==> config.mk <==
export PLATFORM = sky130hd
export DESIGN_NAME = fp_mul_pipe
export DESIGN_NICKNAME = d
export VERILOG_FILES = /design/src/rtl/fp_mul_pipe.sv
export SDC_FILE = /design/constraint.sdc
export NUM_CORES = 2
export LEC_CHECK = 0
export CAP_MARGIN = 20
export CORE_UTILIZATION = 50
export CTS_CLUSTER_DIAMETER = 100
export CTS_CLUSTER_SIZE = 14
export DETAILED_ROUTE_END_ITERATION = 6
export GPL_TIMING_DRIVEN = 0
export PLACE_DENSITY = 0.72
export SLEW_MARGIN = 0
export SYNTH_ARGS = -nofsm -noshare
export SYNTH_HDL_FRONTEND = slang
export SYNTH_SLANG_ARGS = --single-unit
==> constraint.sdc <==
create_clock -name clk -period 23.2 [get_ports clk]
set_input_delay 6.96 -clock clk [delete_from_list [all_inputs] [get_ports clk]]
set_output_delay 6.96 -clock clk [all_outputs]
set_load 0.05 [all_outputs]
==> src/rtl/fp_mul_pipe.sv <==
// ---------------------------------------------------------------------------
// fp_mul_pipe -- parametrised 3-stage floating-point multiplier
//
// Purpose:
//   Multiplies two IEEE-754-style operands {sign, exponent, fraction}.
//   S1 unpacks and classifies the operands and forms the biased exponent sum.
//   S2 multiplies the significands. S3 normalises, rounds to nearest-even and
//   packs the result. Subnormal inputs are treated as zero and subnormal
//   results are flushed to zero.
//
// Parameters:
//   EXP_W   exponent field width (>=3), BIAS = 2^(EXP_W-1)-1
//   FRAC_W  stored fraction width (>=2)
//   W       1+EXP_W+FRAC_W, derived
//
// Ports:
//   clk        rising-edge clock
//   rst        asynchronous active-high reset
//   input_a    operand A
//   input_b    operand B
//   in_valid   operands valid this cycle
//   in_ready   block accepts operands this cycle
//   output_z   registered product
//   out_valid  output_z holds a result
//   out_ready  consumer accepts output_z this cycle
//   flags      {invalid, overflow, underflow, inexact}, registered with
//              output_z; present only when FP_MUL_FLAGS_EN is defined
//
// Configuration macro: FP_MUL_FLAGS_EN
//
// Flow control: one global enable (adv = !out_valid | out_ready) moves every
// stage at once, so results leave in issue order and all stages hold together
// under back-pressure.
// ---------------------------------------------------------------------------
module fp_mul_pipe #(
  parameter  int EXP_W  = 8,
  parameter  int FRAC_W = 23,
  localparam int W      = 1 + EXP_W + FRAC_W
) (
  input  logic         clk,
  input  logic         rst,
  input  logic [W-1:0] input_a,
  input  logic [W-1:0] input_b,
  input  logic         in_valid,
  output logic         in_ready,
  output logic [W-1:0] output_z,
  output logic         out_valid,
  input  logic         out_ready
`ifdef FP_MUL_FLAGS_EN
  ,
  output logic [3:0]   flags
`endif
);

  localparam int SIG_W  = FRAC_W + 1;
  localparam int PROD_W = 2 * SIG_W;
  // Two extra bits hold the exponent sum without wrapping: one for the
  // carry above 2^EXP_W and one for the sign when the sum goes negative.
  localparam int EXS_W  = EXP_W + 2;
  localparam int BIAS   = (1 << (EXP_W - 1)) - 1;
  localparam logic [EXS_W-1:0] EXP_MAX = EXS_W'((1 << EXP_W) - 1);

  typedef enum logic [1:0] {
    SP_NONE,
    SP_ZERO,
    SP_INF,
    SP_NAN
  } special_e;

  // ---------------------------------------------------------------- control
  logic w_adv;
  assign w_adv    = !out_valid | out_ready;
  assign in_ready = w_adv;

  // ---------------------------------------------------------------- S1 comb
  logic              w_sa, w_sb;
  logic [EXP_W-1:0]  w_ea, w_eb;
  logic [FRAC_W-1:0] w_fa, w_fb;
  logic              w_a_zero, w_a_inf, w_a_nan;
  logic              w_b_zero, w_b_inf, w_b_nan;
  special_e          w_special;
  logic [EXS_W-1:0]  w_exp_sum;

  assign {w_sa, w_ea, w_fa} = input_a;
  assign {w_sb, w_eb, w_fb} = input_b;

  // Exponent 0 covers both true zero and subnormals; both are taken as zero.
  assign w_a_zero = (w_ea == '0);
  assign w_b_zero = (w_eb == '0);
  assign w_a_inf  = (w_ea == '1) && (w_fa == '0);
  assign w_b_inf  = (w_eb == '1) && (w_fb == '0);
  assign w_a_nan  = (w_ea == '1) && (w_fa != '0);
  assign w_b_nan  = (w_eb == '1) && (w_fb != '0);

  // Two's-complement sum in EXS_W bits; a negative result shows as MSB=1.
  assign w_exp_sum = EXS_W'(w_ea) + EXS_W'(w_eb) - EXS_W'(BIAS);

  // NOTE: every signal written in an always_comb gets a default first, so no
  // path can leave it unassigned and infer a latch.
  always_comb begin
    w_special = SP_NONE;
    if (w_a_nan || w_b_nan || (w_a_inf && w_b_zero) || (w_a_zero && w_b_inf))
      w_special = SP_NAN;
    else if (w_a_inf || w_b_inf)
      w_special = SP_INF;
    else if (w_a_zero || w_b_zero)
      w_special = SP_ZERO;
  end

  // ------------------------------------------------------ pipeline registers
  logic              r_v1, r_v2;
  logic              r1_sign, r2_sign;
  special_e          r1_special, r2_special;
  logic [SIG_W-1:0]  r1_sig_a, r1_sig_b;
  logic [EXS_W-1:0]  r1_exp, r2_exp;
  logic [PROD_W-1:0] r2_prod;

  // NOTE: datapath registers carry no reset; their contents only matter when
  // the matching valid bit is set, and the valid bits are reset.
  always_ff @(posedge clk) begin
    if (w_adv) begin
      r1_sign    <= w_sa ^ w_sb;
      r1_special <= w_special;
      r1_sig_a   <= {1'b1, w_fa};
      r1_sig_b   <= {1'b1, w_fb};
      r1_exp     <= w_exp_sum;

      r2_sign    <= r1_sign;
      r2_special <= r1_special;
      r2_prod    <= r1_sig_a * r1_sig_b;
      r2_exp     <= r1_exp;
    end
  end

  // ---------------------------------------------------------------- S3 comb
  logic [SIG_W-1:0]  w_mant;
  logic              w_guard, w_sticky, w_round_up;
  logic [SIG_W:0]    w_mant_rnd;
  logic [EXS_W-1:0]  w_exp_norm, w_exp_fin;
  logic [FRAC_W-1:0] w_frac;
  logic              w_ovf, w_unf;
  logic [W-1:0]      w_z;

  always_comb begin
    // Product of two [1,2) significands lies in [1,4); MSB set means >= 2.
    if (r2_prod[PROD_W-1]) begin
      w_mant     = r2_prod[PROD_W-1 -: SIG_W];
      w_guard    = r2_prod[FRAC_W];
      w_sticky   = |r2_prod[FRAC_W-1:0];
      w_exp_norm = r2_exp + EXS_W'(1);
    end else begin
      w_mant     = r2_prod[PROD_W-2 -: SIG_W];
      w_guard    = r2_prod[FRAC_W-1];
      w_sticky   = |r2_prod[FRAC_W-2:0];
      w_exp_norm = r2_exp;
    end

    // Nearest-even: round up above the halfway point, or on a tie when odd.
    w_round_up = w_guard & (w_sticky | w_mant[0]);
    w_mant_rnd = {1'b0, w_mant} + (SIG_W + 1)'(w_round_up);

    // Carry out of the significand: value became exactly 2.0 * 2^e.
    if (w_mant_rnd[SIG_W]) begin
      w_exp_fin = w_exp_norm + EXS_W'(1);
      w_frac    = '0;
    end else begin
      w_exp_fin = w_exp_norm;
      w_frac    = w_mant_rnd[FRAC_W-1:0];
    end

    w_ovf = !w_exp_fin[EXS_W-1] && (w_exp_fin >= EXP_MAX);
    w_unf = w_exp_fin[EXS_W-1] || (w_exp_fin == '0);

    unique case (r2_special)
      SP_NAN:  w_z = {1'b0, {EXP_W{1'b1}}, 1'b1, {(FRAC_W - 1){1'b0}}};
      SP_INF:  w_z = {r2_sign, {EXP_W{1'b1}}, {FRAC_W{1'b0}}};
      SP_ZERO: w_z = {r2_sign, {(W - 1){1'b0}}};
      default: begin
        if (w_ovf)
          w_z = {r2_sign, {EXP_W{1'b1}}, {FRAC_W{1'b0}}};
        else if (w_unf)
          w_z = {r2_sign, {(W - 1){1'b0}}};
        else
          w_z = {r2_sign, w_exp_fin[EXP_W-1:0], w_frac};
      end
    endcase
  end

`ifdef FP_MUL_FLAGS_EN
  logic       w_normal;
  logic [3:0] w_flags;
  assign w_normal = (r2_special == SP_NONE);
  assign w_flags  = {r2_special == SP_NAN,
                     w_normal & w_ovf,
                     w_normal & w_unf,
                     w_normal & (w_guard | w_sticky | w_ovf | w_unf)};
`endif

  // ---------------------------------------------------- valid bits / output
  // NOTE: sequential state uses non-blocking assignments so every stage sees
  // the previous cycle's value of the stage before it.
  always_ff @(posedge clk or posedge rst) begin
    if (rst) begin
      r_v1      <= 1'b0;
      r_v2      <= 1'b0;
      out_valid <= 1'b0;
      output_z  <= '0;
`ifdef FP_MUL_FLAGS_EN
      flags     <= '0;
`endif
    end else if (w_adv) begin
      r_v1      <= in_valid;
      r_v2      <= r_v1;
      out_valid <= r_v2;
      // Only real results are loaded, so output_z never shows bubble data.
      if (r_v2) begin
        output_z <= w_z;
`ifdef FP_MUL_FLAGS_EN
        flags    <= w_flags;
`endif
      end
    end
  end

endmodule

## After elaboration in Yosys (flattened, before gate mapping)

Cells that the tools add are included.

- Bits of input ports: 68
- Bits in registers: 155
- Word-level logic and storage cells: 67
- Output and inout port bits: 34

- Reductions and logical operators: 26
- $lt $le $gt $ge: 1
- $mul: 1
- Equality and inequality tests: 5
- Add/subtract/negate cells: 5
- Bitwise gates (word level): 4
- Mux-type cells: 11

Operators with widths:

| kind | number |
|---|---|
| $pmux 32 s3 | 1 |
| $mux 31 | 2 |
| $mul 24x24->48 | 1 |
| $logic_not 23->1 | 2 |
| $reduce_bool 23->1 | 2 |
| $add 24x1->25 | 1 |
| $mux 24 | 1 |
| $mux 23 | 1 |
| $reduce_or 23->1 | 1 |
| $reduce_or 22->1 | 1 |
| $add 10x1->10 const B | 2 |
| $mux 10 | 2 |
| $eq 8x8->1 const B | 2 |
| $logic_not 8->1 | 2 |
| $ge 10x8->1 const B | 1 |
| $logic_not 10->1 | 1 |
| $sub 9x7->10 const B | 1 |
| $add 8x8->9 | 1 |
| $logic_and 1x1->1 | 7 |
| $logic_or 1x1->1 | 6 |
| $eq 2x2->1 const B | 2 |
| $mux 1 | 4 |
| $eq 2x1->1 const B | 1 |
| $logic_not 1->1 | 2 |
| 5 further kinds | 6 |

## Depth between registers and ports, before layout

- Depth in word-level cells: 11
- Gate-level depth with buffers: 27
- Depth with buffers taken out: 25

## Least setup slack after synthesis

Ideal clock, no wire load.

- Kind: input-to-output
- Start: input out_ready
- End: output in_ready
- Arrival: 10.826 ns
- Buffers on the path: 1
- Path slack: 5.414 ns
- Stages: 2
- Cells stage by stage: nand2b_1 clkbuf_1

- Word-level cells in the longest chain between the ends: 1

RTL lines:

| item | RTL line | text |
|---|---|---|
| from (decl) | 48 | `input logic out_ready` |
| $or 1x1->1 | 72 | `assign w_adv = !out_valid \| out_ready;` |
| to (decl) | 45 | `output logic in_ready,` |

No other way between the ends.

## Final worst setup path

Ends and elaborated chain as after synthesis.

==> flow_results.org <==
** Clock tree
- In this run, post-CTS hold repair placed 0 buffers.
- The H-tree generated during clock tree synthesis spans 4 levels.
- Maximum buffer depth of the clock tree :: 2
- Clock-pin slew was measured on the worst setup and hold paths at 0.07 ns.
- Clock Sink Count :: 155
- Root buf cell :: clkbuf_16
- The number of clock buffers added by TritonCTS is 17.
- Setup repair bufs after CTS :: 0
- Gates resized during post-CTS repair numbered 0.
- TritonCTS built the clock tree.
- Skew-Pair Late Insertion Delay :: 0.51 ns

** Drt
- Iteration-0 DRC Markers :: 1712
- The final layout contains routed wiring with a total length of 81750 um.
- In the final routed layout, each cell accounts on average for 23.31 um.
- ANT nets after route :: 0
- DR vias/cell :: 5.544
- Total vias in the final route :: 19444
- After detailed routing, the number of remaining DRC violations is 0.
- The first detailed-routing pass took 7 iterations.

** STA
- Max-slew violation total from the final report :: 0
- Share of the cycle needed by the critical path after routing :: 0.7109
- Adding up every negative setup slack in the final design gives 0 ns.
- Hold Fails Final Rpt :: 0
- Relative slew slack :: 0.2524
- Final critical path time including I/O delays and setup :: 16.49 ns
- Final setup violation count :: 0
- Worst-case clock skew :: 0.02917 ns
- Slew @ Worst Pin :: 1.121 ns
- Based on the critical path, the design can be clocked at up to 0.06063 GHz.
- Setup repair after global routing left no endpoint under its margin.

** Place
- Routability congestion estimate from global placement :: 1.027
- Port Buffers :: 101
- Estimated wirelength of the detail-placed design :: 66500 um

** Outcome
- Result of the run :: completed

** Hold path
- Worst Hold Class :: register to register
- Count of cells along the worst hold path :: 0
- Worst-case hold path end point :: r2_special[1]
- The startpoint identified for the worst hold timing path is r1_special[1].

** Global routing
- The first global-routing pass estimated 125400 um of wire.
- Vias in the first global route :: 20669
- Antenna violations before repair :: 5
- Across every metal layer, demand over resource in global routing totals 0.3238.
- Entering global routing, the biggest net connects 69 pins.
- The total overflow left after global routing is 0.

** Critical path
- Worst r2r path cells :: 24
- CP Class :: input port to output port
- CP Data Required Time :: 16.24 ns
- Crit path capture type :: output port
- The critical path crosses 5 cells after its start point.
- For this run, the slowest stage of the critical path takes 0.87 ns.
- Register-to-register setup slack :: 14.43 ns
- Startpoint of the most critical register-to-register path :: r1_sig_b[6]
- Standard cell with the maximum stage delay on the critical path :: clkdlybuf4s50_1
- Along the worst path, the maximum fanout reaches 68.
- Crit path launch type :: input port
- Cell type group with the largest total delay on the critical path :: buffers and inverters
- Endpoint of the lowest-slack register-to-register path :: r2_prod[44]
- Buffers and inverters on the worst path :: 4
- Critical Path Source :: out_ready
- CP Data Arrival Time :: 9.53 ns
- Most used cell, CP :: clkdlybuf4s50_1
- The critical path goes through clkdlybuf4s50_1 -> nand2b_1 -> clkbuf_4 -> buf_16 -> clkdlybuf4s50_1.

** Floorplanning
- Pin placement for this block handled 102 I/O pins.
- After floorplanning, the core was divided into 83 placement rows.
- Chip width :: 230.4 um
- Die height :: 230.4 um
- Core Box Area :: 51410 um^2
- The die covers 53090 um^2.
- Starting utilization of the core area :: 0.5074

** Logic synthesis
- Sequential element share of the synthesized area :: 0.1717
- Share of Yosys cell area claimed by the top area cell type :: 0.3707
- Proportion of register bits with asynchronous set or reset after synthesis :: 0.2258
- Count of unique library cells instantiated by Yosys :: 75
- In the synthesized netlist the dominant register cell turns out to be edfxtp_1.
- Yosys mapped a number of flops with a built-in enable equal to 120.
- Summed over all instances, the cell type with the most area after synthesis is fa_1.
- Number of standard cells after synthesis :: 2687
- Number of synthesized register bits :: 155
- Warnings, synthesis :: 0
- In this run the cell area of the synthesized design comes to 26090 um^2.
- Average cell area after synthesis :: 9.708 um^2
- Post-Syn Nets :: 3429
- Yosys attributes the largest share of cell area to fa_1 (37%), edfxtp_1 (14%), ha_1 (9.2%), inv_1 (8.1%), and2_1 (6.3%).

** Finish
- For this run, the post-layout net count is 3554.
- Most common cell after layout, fill and taps aside :: inv_1
- Fraction of the core area covered by cells at the end of the flow :: 0.5576
- Relative to the synthesized area, the layout overhead comes to 9.895%.
- Layout cell share with drive strength beyond 1 :: 0.02973
- In the layout the commonest cells are inv_1 (563), fa_1 (483), nand2_1 (312).

** Job
- The tool flagged a number of max-cap violations equal to 0.
==> through the flow <==
step	area [um^2]	hold slack [ns]	cells	worst slack (ns)
after global routing	28660	0.4252	3506	6.557
final	28670	0.4206	3507	6.706
after detailed placement	28040	0.4045	3473	6.664
after global placement	27950	0.4017	3468	2.326
after CTS	28660	0.4228	3505	6.660
after floorplan	26090	0.4003	2687	5.414
==> how the worst max path moves through the flow <==
| stage | slack (ns) | to |
|---|---|---|
| after detailed placement | 6.66 | in_ready |
| after floorplan | 5.41 | in_ready |
| after global routing | 6.56 | in_ready |
| after CTS | 6.66 | in_ready |
| after global placement | 2.33 | in_ready |
| final | 6.71 | in_ready |
==> Yosys cell counts (6+ instances only) <==
cell,n
nand2_1,312
ha_1,191
a31oi_1,14
nor3_1,23
nand4b_1,7
nand3_1,28
clkbuf_1,112
a21o_1,19
nor4_1,23
and2_1,264
xnor2_1,62
edfxtp_1,120
a22o_1,24
a21oi_1,58
a211oi_1,10
nand4_1,27
o21a_1,7
mux2i_1,13
nand2b_1,7
buf_1,6
o21bai_1,13
and4_1,6
nor2b_1,9
inv_1,563
fa_1,483
dfrtp_1,35
nor2_1,78
xor2_1,37
and3_1,7
o21ai_0,31
==> kinds of logic (layout without fill, tap and decap cells) <==
group	after synthesis	count (layout)	synth area share
other	0	2	0
AND/OR/NAND/NOR	812	812	0.1586
flip-flops	155	155	0.1717
AO/OA/AOI/OAI	233	233	0.06476
adder cells (fa/ha/maj)	674	674	0.4623
buffers and inverters	695	833	0.1017
XOR/XNOR	99	99	0.03324
multiplexers	19	19	0.007674
==> area by class of cell <==
class	instances	area, um^2
Inverter	565	2121
Multi-Input combinational cell	1837	18970
Antenna cell	2	5.005
Fill cell	4537	22740
Clock buffer	18	450.4
Clock inverter	14	172.7
Sequential cell	155	4479
Buffer	130	535.5
Timing Repair Buffer	106	1086
Tap cell	680	850.8
==> metal layers <==
| metal | global-route usage | share of wire |
|---|---|---|
| met3 | 0.08498 | 0.098 |
| met4 | 0.1701 | 0.058 |
| met2 | 0.4873 | 0.44 |
| met1 | 0.4303 | 0.41 |
| met5 | 0 | 0.00016 |
==> sequential cells by signal (all words and copies together) (netlist names) <==
register / flops
r1_special: 2
r2_special: 2
r2_sign: 1
r_v2: 1
r1_sig_a: 23
r1_sig_b: 23
r1_exp: 10
r1_sign: 1
r2_exp: 10
r_v1: 1
r2_prod: 48
output_z: 32
out_valid: 1
Power is not shown: default switching activity piles up to over one toggle a cycle in this logic, so the estimate is an artifact.
